$ cat src/rtl/mlu_nibble_seq.sv
// rtl/mlu_nibble_seq.sv - WIDTH-bit MLU operation run one nibble per cycle through a shared 4-bit mlu_slice.
module mlu_nibble_seq #(
  parameter int WIDTH = 32
) (
  input  logic             CLK,
  input  logic             N_RST,
  input  logic             REQ_VALID,
  output logic             REQ_READY,
  input  logic [2:0]       REQ_OP,
  input  logic [WIDTH-1:0] REQ_A,
  input  logic [WIDTH-1:0] REQ_B,
  output logic             RESP_VALID,
  input  logic             RESP_READY,
  output logic [WIDTH-1:0] RESP_OUT,
  output logic             RESP_ZERO,
  output logic             RESP_CARRY,
  output logic [11:0]      SLICE_ADDR,
  input  logic [7:0]       SLICE_OUT
);

  localparam int NIBBLES = WIDTH / 4;
  localparam int IW      = (NIBBLES > 1) ? $clog2(NIBBLES) : 1;

  localparam logic [2:0] MLU_ADD = 3'd1;
  localparam logic [2:0] MLU_SUB = 3'd2;

  typedef enum logic [1:0] {
    IDLE = 2'd0,
    RUN  = 2'd1,
    DONE = 2'd2
  } state_t;

  state_t           state;
  state_t           state_next;
  logic [WIDTH-1:0] a_q;
  logic [WIDTH-1:0] b_q;
  logic [2:0]       op_q;
  logic [IW-1:0]    idx;
  logic             carry;
  logic             zero_acc;

  logic             accept;
  logic             last;
  logic [IW+1:0]    base;
  logic [3:0]       a_nib;
  logic [3:0]       b_nib;
  logic             carry_next;
  logic             zero_next;
  logic             arith_op;
  logic             slice_unused;

  assign accept       = REQ_VALID && (state == IDLE);
  assign last         = (idx == IW'(NIBBLES - 1));
  assign base         = {idx, 2'b00};
  assign a_nib        = a_q[base +: 4];
  assign b_nib        = b_q[base +: 4];
  assign carry_next   = SLICE_OUT[5] | (SLICE_OUT[4] & carry);
  assign zero_next    = zero_acc & SLICE_OUT[6];
  assign arith_op     = (op_q == MLU_ADD) || (op_q == MLU_SUB);
  assign slice_unused = SLICE_OUT[7];

  always_ff @(posedge CLK or negedge N_RST) begin
    if (!N_RST) begin
      state <= IDLE;
    end else begin
      state <= state_next;
    end
  end

  always_comb begin
    state_next = state;
    REQ_READY  = 1'b0;
    RESP_VALID = 1'b0;
    SLICE_ADDR = 12'd0;
    case (state)
      IDLE: begin
        REQ_READY = 1'b1;
        if (REQ_VALID) begin
          state_next = RUN;
        end
      end
      RUN: begin
        SLICE_ADDR = {carry, op_q, b_nib, a_nib};
        if (last) begin
          state_next = DONE;
        end
      end
      DONE: begin
        RESP_VALID = 1'b1;
        if (RESP_READY) begin
          state_next = IDLE;
        end
      end
      default: state_next = IDLE;
    endcase
  end

  // Result nibbles land directly in RESP_OUT; RESP_VALID only rises once every nibble is written.
  always_ff @(posedge CLK or negedge N_RST) begin
    if (!N_RST) begin
      a_q        <= '0;
      b_q        <= '0;
      op_q       <= 3'd0;
      idx        <= '0;
      carry      <= 1'b0;
      zero_acc   <= 1'b1;
      RESP_OUT   <= '0;
      RESP_ZERO  <= 1'b0;
      RESP_CARRY <= 1'b0;
    end else if (accept) begin
      a_q      <= REQ_A;
      b_q      <= REQ_B;
      op_q     <= REQ_OP;
      idx      <= '0;
      carry    <= (REQ_OP == MLU_SUB);
      zero_acc <= 1'b1;
    end else if (state == RUN) begin
      RESP_OUT[base +: 4] <= SLICE_OUT[3:0];
      carry               <= carry_next;
      zero_acc            <= zero_next;
      if (last) begin
        idx        <= '0;
        RESP_ZERO  <= zero_next;
        RESP_CARRY <= arith_op & carry_next;
      end else begin
        idx <= idx + 1'b1;
      end
    end
  end

endmodule

$ cat config.mk
export PLATFORM = sky130hd
export DESIGN_NAME = mlu_nibble_seq
export DESIGN_NICKNAME = d
export VERILOG_FILES = /design/src/rtl/mlu_nibble_seq.sv
export SDC_FILE = /design/constraint.sdc
export NUM_CORES = 1
export LEC_CHECK = 0
export CAP_MARGIN = 20
export CORE_MARGIN = 3
export CORE_UTILIZATION = 44
export DETAILED_ROUTE_END_ITERATION = 10
export GPL_ROUTABILITY_DRIVEN = 1
export PLACE_DENSITY = 0.76
export REMOVE_ABC_BUFFERS = 1
export SYNTH_ARGS = -nofsm -noshare
export SYNTH_HDL_FRONTEND = slang
export SYNTH_SLANG_ARGS = --single-unit
$ cat constraint.sdc
create_clock -name CLK -period 2.3 [get_ports CLK]
set_input_delay 0.46 -clock CLK [delete_from_list [all_inputs] [get_ports CLK]]
set_output_delay 0.46 -clock CLK [all_outputs]
set_load 0.005 [all_outputs]
==> results.cfg <==
[detailed_routing]
wl_um = 12030
ant_nets = 0
drt_iter0_markers = 172
viasPerCell = 5.124
via_count = 3966
detail_route.wl_per_cell_um = 15.55
route.detailed.drc = 0
firstDrtPassIters = 4

[pwr]
powerDensity_mw_per_mm2 = 1323
peakVddDrop_v = 0.0006132
leakage_nw = 3.372

[timing]
worst_slew_pin_slew_ps = 554.6
setup_violations = 0
timing.fmax_ghz = 0.4383
final-max-slew-violation-count = 0
final.setup_skew_ps = 6.075
rsz_0062_raised_after_global_routing = yes
final_worst_path_cycle_share = 0.9920
finalHoldViolations = 0
post-route-min-period_ps = 2282
timing.slew.headroom = 0.6302
hold-worst-slack_ps = 78.97

[synth]
synthDominantCellAreaShare = 0.5334
edff_count_synth = 0
synthesized_netlist_cell_count = 501
postSynth.topFlopCell = dfrtp_1
synthDominantAreaCellType = dfrtp_1
synth_area_mm2 = 0.005020
syn-mean-instance-area_um2 = 10.02
synth.ff_latch_count = 108
synthTopCellsByArea = dfrtp_1 53%, nand2_1 16%, mux2_2 7.2%
yosysWarningCount = 0
synth_async_sr_flop_share = 1.000
synthMostInstantiatedCell = nand2_1
synth_top_cells_by_count = 210 x nand2_1, 107 x dfrtp_1, 32 x mux2_2, 32 x mux2i_1, 16 x a22oi_1
synth_cell_type_count = 38
synth-seq-area-share = 0.5386

[place]
half_perimeter_wire_length_of_the_detailed_placement_result_um = 8680
dp_cells = 755
routability_congestion = 0.8044
io_buffer_count = 125
placed_cell_area_mm2 = 0.006461

[finish]
postLayoutCoreUtil = 0.6247
syn_to_final_growth_pct = 36.69
final_layout_size_suffix_gt1_frac = 0.1325
instances_no_fill = 774
nets = 716
antenna-diode-count = 0
final_cell_area_mm2 = 0.006862

[floorplanning]
initial_utilization = 0.4571
floorplan.die_area_mm2 = 0.01273
i_o_pin_count = 127
chipWidth_um = 112.8
rows = 38
design.core.area_mm2 = 0.01098
dieHeight_um = 112.8

[setup_path]
crit_arrival_ps = 1820
critical_path_peak_fanout = 14
cp-start-kind = register
ws_path_type = reg2out
critical_path_required_ps = 1840
critPathCaptureType = primary output

[clock_network]
tritoncts = yes
clk_pin_slew_worst_paths_ps = 70
insertion_delay_ps = 340
cts.sink_count = 108
clock_path_buffers = 2
clock_tree.root_cell = clkbuf_16
cts-buffers-inserted = 9
cts-htree-levels = 3
number_of_hold_buffers_added_after_cts = 0

[grt]
first_pass_grt_wire_length_um = 19280
antenna_violations_before_repair = 0
grt_start_max_net_pins = 69
grtUsageTotal = 0.1872
grt_pass1_vias = 3929
grt_overflow_total = 0

[job]
drv.max_cap_violation_count = 0

[worst_hold_path]
hold_path_class = in2async

[status]
outcome = finished clean
==> critical path: stages (launching register included) <==
cell and delay [ps]:
dfrtp_2 450, buf_12 190, mux2i_1 250, a22oi_1 110
and3_1 200, dlygate4sd2_1 260
==> path summary, 6_finish.rpt <==
check / to / slack, ps / from / cells past startpoint
min in group CLK: b_q[10] / 480 / b_q[10] / 2
worst max register to register: RESP_OUT[10] / 80 / idx[0] / 7
worst max-delay path: SLICE_ADDR[1] / 20 / idx[0] / 5
worst min-delay path: RESP_CARRY / 80 / N_RST / 1
worst min register to register: b_q[10] / 480 / b_q[10] / 2
max in group asynchronous: a_q[22] / 1460 / N_RST / 2
==> metrics by stage <==
stage | setup WS [ps] | setup TNS [ps] | total power (W)
finish | 18.47 | 0 | 0.009081
global route | -20.09 | -34.22 | 0.009694
CTS | -196.1 | -202.5 | 0.009058
detailed placement | -18.03 | -27.79 | 0.007401
global placement | 40.36 | 0 | 0.007238
floorplan | -677.8 | -46960 | 0.005479
==> state kept, by name (all words and copies together) (netlist names) <==
| name | cells |
|---|---|
| RESP_OUT | 32 |
| a_q | 32 |
| carry | 1 |
| zero_acc | 1 |
| RESP_CARRY | 1 |
| state | 2 |
| idx | 3 |
| op_q | 3 |
| RESP_ZERO | 1 |
| b_q | 32 |
==> what timing repair did <==
item,CTS,global route
hold endpoints to repair,0,0
pin swaps,1,2
buffers inserted,1,2
gates cloned,0,1
endpoints found under the setup margin,8,18
gates resized for setup,17,4
==> cell usage in the layout (no fill, tap or decap), types with 2 or more instances in the layout <==
cell type        netlist  routed
nand4b_1               4       4
and2_1                13      12
nor2_2                 1       2
buf_6                  4       2
bufinv_16              0       2
dfrtp_1              107     105
o31ai_1                2       2
clkinv_2               0       2
ha_1                   7       7
a22oi_1               16      16
a21oi_1                2       2
nand3_1                2       2
nand2b_1               3       3
nand2_1              210     210
buf_4                  2      12
mux2i_1               32      32
dfrtp_2                0       2
clkdlybuf4s50_1        0     116
and3_1                12      12
o21ai_0                6       6
inv_6                  0       2
clkbuf_16              0      10
mux2_2                32      32
nor2b_4                0       2
nor2_1                 3       2
inv_1                  4       4
nor3_4                 2       3
dlygate4sd2_1          0       7
buf_12                 0       5
==> report_power, final <==
part	internal (W)	leakage, nW	switching, W
clock network	0.000952	0.156	0.000683
registers	0.00276	1.36	0.000480
logic	0.00222	1.86	0.00199
==> cells by family (layout without fill, tap and decap cells) <==
family / count (synthesis) / after routing / share of synthesized area
AND/OR/NAND/NOR: 263 / 263 / 0.2353
buffers and inverters: 30 / 163 / 0.03340
multiplexers: 64 / 64 / 0.1356
flip-flops: 108 / 108 / 0.5386
AO/OA/AOI/OAI: 28 / 28 / 0.03789
adder cells (fa/ha/maj): 7 / 7 / 0.01745
XOR/XNOR: 1 / 1 / 0.001745
==> layout make-up <==
type / count / area, um^2
inverter: 4 / 15.01
tap: 140 / 175.2
sequential: 108 / 2706
clock buffer: 9 / 225.2
multi-input combinational: 363 / 2180
fill: 927 / 4121
clock inverter: 6 / 87.58
timing repair buffer: 144 / 1473
==> per-layer routing <==
metal  up-vias  global-route usage  wire length, um  share of wire
met2       116              0.3057             5930           0.49
met1      1939              0.2567             5328           0.44
met4         0             0.04087              123          0.010
li1       1902                   -                -              -
met3         9             0.04385              651          0.054
met5         -                   0                0              0
No activity file was read; power rests on OpenSTA's default activity.
==> patch 1 (same flow settings) <==
Set the parameter `WIDTH` to 16 (it was 32).
--- a/src/rtl/mlu_nibble_seq.sv
+++ b/src/rtl/mlu_nibble_seq.sv
@@ -1,6 +1,6 @@
 // rtl/mlu_nibble_seq.sv - WIDTH-bit MLU operation run one nibble per cycle through a shared 4-bit mlu_slice.
 module mlu_nibble_seq #(
-  parameter int WIDTH = 32
+  parameter int WIDTH = 16
 ) (
   input  logic             CLK,
   input  logic             N_RST,
Ports: changed (resized REQ_A, REQ_B and RESP_OUT); port bits go from 127 to 79. No check against the original RTL was run, so the function may have changed too.
==> patch 1 against the unedited design <==
  * Critical path depth shrank 1
  * Total power shrank 43%
  * Clock power shrank 35%
  * Via count shrank 46%
  * Count of clock-buffer cells in the layout grew 3
  * Synthesized area shrank 46%
  * Sequential cell count shrank 49
  * Cell area shrank 44%
  * First-iteration DRC count shrank 61%
  * Setup slack gained 0.038 ns
  * Critical endpoint is now SLICE_ADDR[4]
  * Routed wire length shrank 51%
  * Critical path type unchanged
==> patch 1: results (changes against the unedited design) <==
- Synth cell count leaders: nand2_1 (112), dfrtp_1 (58), a22o_1 (12), and2_1 (12) (was nand2_1 (210), dfrtp_1 (107), mux2_2 (32), mux2i_1 (32), a22oi_1 (16))
- Share of layout cells above drive strength 1: 0.130 (was 0.132)
- Rel. slew slack: 0.504 (was 0.630)
- R2R depth: 9 (was 7)
- Top area cells in the synthesized netlist: dfrtp_1 (53%), nand2_1 (15%), mux4_1 (5.8%), a22o_1 (3.9%), and2_1 (2.8%) (was dfrtp_1 (53%), nand2_1 (16%), mux2_2 (7.2%), mux2i_1 (6.4%), a22oi_1 (2.4%))
- Reg-to-reg setup timing slack: 0.17 ns (was 0.08 ns)
- Final nets: 402 (was 716)
- P per Cell Area: 1330 mW/mm² (was 1320 mW/mm²)
- Port-buffer cells: 77 (was 125)
- Routed vias: 2135 (was 3966)
- Root Buffer: clkbuf_8 (was clkbuf_16)
- Vias in the first global route: 2041 (was 3929)
- Synth Area in Compound Gates: 0.0785 (was 0.0379)
- Syn Area/Cell: 10.5 µm² (was 10.0 µm²)
- Adder-cell share of the synthesized area: 0.0276 (was 0.0174)
- Placer congestion estimate: 0.791 (was 0.804)
- Initial DRC count: 67 (was 172)
- Placed cells: 408 (was 755)
- CP max FO: 3 (was 14)
- Critical path's slowest cell: mux4_1 (was dfrtp_2)
- Leakage: 1.86 nW (was 3.37 nW)
- Non-Filler Instances: 429 (was 774)
- First-pass GRT wire length: 9.78 mm (was 19.3 mm)
- CP top delay family: multiplexers (was flip-flops)
- Reg2Reg Capture Point: RESP_OUT[4] (was RESP_OUT[10])
- Placed cell area: 0.00358 mm² (was 0.00646 mm²)
- Mux contribution to synthesized area: 0.0744 (was 0.136)
- Data arrival, critical path: 1.78 ns (was 1.82 ns)
- XOR/XNOR Fraction of Synth Area: 0.00322 (was 0.00174)
- VDD IR max: 0.679 mV (was 0.613 mV)
- Final critical-path share of the clock period: 0.975 (was 0.992)
- Largest net degree at the start of global routing: 40 (was 69)
- Post-synth cell types: 30 (was 38)
- Status: complete, no violations (unchanged)
- Hpwl dp: 4.17 mm (was 8.68 mm)
patch 1: final cells by class:
type                    instances  area [µm²]  share of cell area
inverters                       4        15.0             0.00390
flip-flops and latches         59        1480               0.384
well taps                      75        93.8              0.0244
multi-input cells             184        1150               0.299
repair buffers                 91         882               0.229
clock buffers                  12         155              0.0403
clock inverters                 4        72.6              0.0188
patch 1: what timing repair did:
item                       in CTS  in global routing
pin swaps                       3                  0
buffers inserted                4                  1
setup endpoints to repair       8                  4
gates resized for setup        18                  7
hold buffers                    0                  0
patch 1: worst max-delay path by stage:
stage,end,depth (start not counted),start
floorplan,SLICE_ADDR[0],2,idx[0]
global placement,SLICE_ADDR[5],4,idx[0]
detailed placement,SLICE_ADDR[2],4,idx[0]
CTS,SLICE_ADDR[0],5,idx[0]
global route,SLICE_ADDR[7],6,idx[0]
finish,SLICE_ADDR[4],4,idx[0]
patch 1: metal layers:
metal  vias to the layer above  track usage  part of all wire
met5                         -            0                 0
met4                         0       0.0791             0.020
met3                        10       0.0334             0.057
met2                        63        0.258              0.47
met1                      1012        0.246              0.45
li1                       1050            -                 -
patch 1: through the flow:
stage	total power [W]	hold WS (ns)	TNS [ns]
after floorplan	0.00295	0.164	0
after global routing	0.00550	0.263	0
final	0.00514	0.192	0
after global placement	0.00397	0.450	0
after CTS	0.00518	0.213	-0.0117
after detailed placement	0.00405	0.455	0
patch 1: cells by family after synthesis:
logic type	after synthesis
AOI/OAI and AO/OA	28
xor gates and xnor gates	1
adders and majority gates	6
buffers and inverters	16
DFF	59
muxes	8
and+or+nand+nor	141
patch 1: where the power goes:
part	total [W]	internal (W)	switching, W
Sequential	0.00181	0.00152	0.000283
Combinational	0.00226	0.00128	0.000981
Clock	0.00107	0.000668	0.000400
==> patch 2 (same settings) <==
Without the edit above. Encoding of `state_t`: now one-hot (3 bits for 3 states).
--- a/src/rtl/mlu_nibble_seq.sv
+++ b/src/rtl/mlu_nibble_seq.sv
@@ -24,10 +24,10 @@
   localparam logic [2:0] MLU_ADD = 3'd1;
   localparam logic [2:0] MLU_SUB = 3'd2;
 
-  typedef enum logic [1:0] {
-    IDLE = 2'd0,
-    RUN  = 2'd1,
-    DONE = 2'd2
+  typedef enum logic [2:0] {
+    IDLE = 3'b001,
+    RUN  = 3'b010,
+    DONE = 3'b100
   } state_t;
 
   state_t           state;
Function: no difference found for any inputs over 10 cycles, from zero or initial values and one cycle with N_RST low; not proved beyond that.
==> patch 2 against the unedited design <==
  * Routed wire length up 3.9%
  * Cell area down 0.93%
  * Synthesized area down 1.9%
  * Total power down 14%
  * Sequential cell count up 1
  * Global-route usage up 1.9 points
  * Setup slack better by 0.043 ns
  * Non-clock buffer count up 7
==> patch 2: results (changes against the unedited design) <==
- Post-synth cell types: 37 (was 38)
- Placer congestion estimate: 0.765 (was 0.804)
- Routed vias: 3923 (was 3966)
- Vias in the first global route: 4193 (was 3929)
- CTS Buf Count: 9 (unchanged)
- Top area cells in the synthesized netlist: dfrtp_1 (54%), nand2_1 (16%), mux2i_1 (6.5%), mux2_2 (6.4%), a22oi_1 (2.4%) (was dfrtp_1 (53%), nand2_1 (16%), mux2_2 (7.2%), mux2i_1 (6.4%), a22oi_1 (2.4%))
- Port-buffer cells: 125 (unchanged)
- Reg-to-reg setup timing slack: 0.06 ns (was 0.08 ns)
- Post-place setup slack: -0.144 ns (was -0.0180 ns)
- Placed cells: 741 (was 755)
- Synth Flop Type: dfrtp_1 (unchanged)
- Worst clock skew: 0.0161 ns (was 0.00608 ns)
- Status: complete, no violations (unchanged)
- CTS Buffer Depth: 2 (unchanged)
- Routed WL per cell: 16.3 µm (was 15.5 µm)
- CP max FO: 6 (was 14)
- Worst slew pin tran: 0.466 ns (was 0.555 ns)
- Hold-fix buffers, CTS: 0 (unchanged)
- Fin. max-slew vios: 0 (unchanged)
- # diodes: 0 (unchanged)
- CP top delay family: flip-flops (unchanged)
- Non-Filler Instances: 767 (was 774)
- Min Hold Slack: 0.0321 ns (was 0.0790 ns)
- H-tree levels: 3 (unchanged)
- Synth warn: 0 (unchanged)
- Reg2Reg Capture Point: RESP_OUT[16] (was RESP_OUT[10])
- First-pass GRT wire length: 20.9 mm (was 19.3 mm)
- Largest stage delay on the critical path: 0.47 ns (was 0.45 ns)
- Router iterations before antenna repair: 4 (unchanged)
- CTS clk-pin slew, worst paths: 0.11 ns (was 0.07 ns)
- Reg2reg start: idx[0] (unchanged)
- R2R depth: 7 (unchanged)
- Critical path's slowest cell: dfrtp_2 (unchanged)
- Hpwl dp: 8.65 mm (was 8.68 mm)
- Share of layout cells above drive strength 1: 0.168 (was 0.132)
- Worst-Skew Late Latency: 0.37 ns (was 0.34 ns)
- Hold Crit Class: in2async (unchanged)
- VDD IR max: 0.444 mV (was 0.613 mV)
- Cells after Synth: 494 (was 501)
- Largest net degree at the start of global routing: 71 (was 69)
- Asr flop ratio synth: 1.00 (unchanged)
- Initial DRC count: 222 (was 172)
- Final nets: 710 (was 716)
- Biggest regs: RESP_OUT (32), a_q (32), b_q (32) (unchanged)
- Synth cell count leaders: nand2_1 (208), dfrtp_1 (107), mux2i_1 (32) (was nand2_1 (210), dfrtp_1 (107), mux2_2 (32), mux2i_1 (32), a22oi_1 (16))
- Leakage: 3.14 nW (was 3.37 nW)
- Initial antenna violation count: 0 (unchanged)
- Sequential fraction of the synthesis area: 0.554 (was 0.539)
- Root Buffer: clkbuf_8 (was clkbuf_16)
- All-Layer GR Usage: 0.206 (was 0.187)
- Max-cap violations: 0 (unchanged)
[patch 2: area by class of cell]
class,instances,area (µm²)
Multi-Input combinational cell,352,2200
Clock buffer,9,124
Inverter,3,11.3
Fill cell,868,3800
Tap cell,136,170
Sequential cell,109,2740
Clock inverter,7,55.1
Timing Repair Buffer,151,1500
[patch 2: worst max-delay path by stage]
stage,start,to,slack (ns),cells past startpoint
final,idx[1],SLICE_ADDR[3],0.06,6
after global routing,idx[1],SLICE_ADDR[2],-0.007,5
after CTS,idx[1],SLICE_ADDR[6],-0.05,7
after detailed placement,idx[0],SLICE_ADDR[2],-0.14,4
after global placement,idx[0],SLICE_ADDR[2],-0.02,4
after floorplan,state[0],a_q[0],-3.44,3
[patch 2: timing repair]
action | CTS | global route
setup buffers | 10 | 2
pin swaps | 10 | 6
setup endpoints to repair | 12 | 31
resized for setup | 49 | 17
gates cloned | 1 | 0
[patch 2: kinds of logic (layout without fill, tap and decap cells)]
kind of cell,count (synthesis),in the layout,synth area share
AO/OA/AOI/OAI,33,33,0.0445
adder cells (fa/ha/maj),5,5,0.0127
multiplexers,64,64,0.138
AND/OR/NAND/NOR,249,249,0.219
flip-flops,109,109,0.554
buffers and inverters,33,170,0.0295
XOR/XNOR,1,1,0.00178
[patch 2: routing by layer]
layer / vias to the layer above / share of wire / track usage
li1: 1897 / - / -
met1: 1899 / 0.43 / 0.273
met2: 111 / 0.51 / 0.348
met3: 16 / 0.045 / 0.0337
met4: 0 / 0.014 / 0.0633
met5: - / 0 / 0
[patch 2: where the power goes]
part / switching, W / leakage (nW) / internal (W)
sequential: 0.000499 / 1.35 / 0.00275
clock: 0.000683 / 0.0923 / 0.000410
combinational: 0.00161 / 1.70 / 0.00182
total: 0.00279 / 3.14 / 0.00499
[patch 2: metrics by stage]
| step | area [µm²] | TNS [ns] |
|---|---|---|
| finish | 6800 | 0 |
| global route | 6800 | -0.00717 |
| CTS | 6730 | -0.0518 |
| detailed placement | 6400 | -0.984 |
| global placement | 6400 | -0.133 |
| floorplan | 4790 | -262.74 |
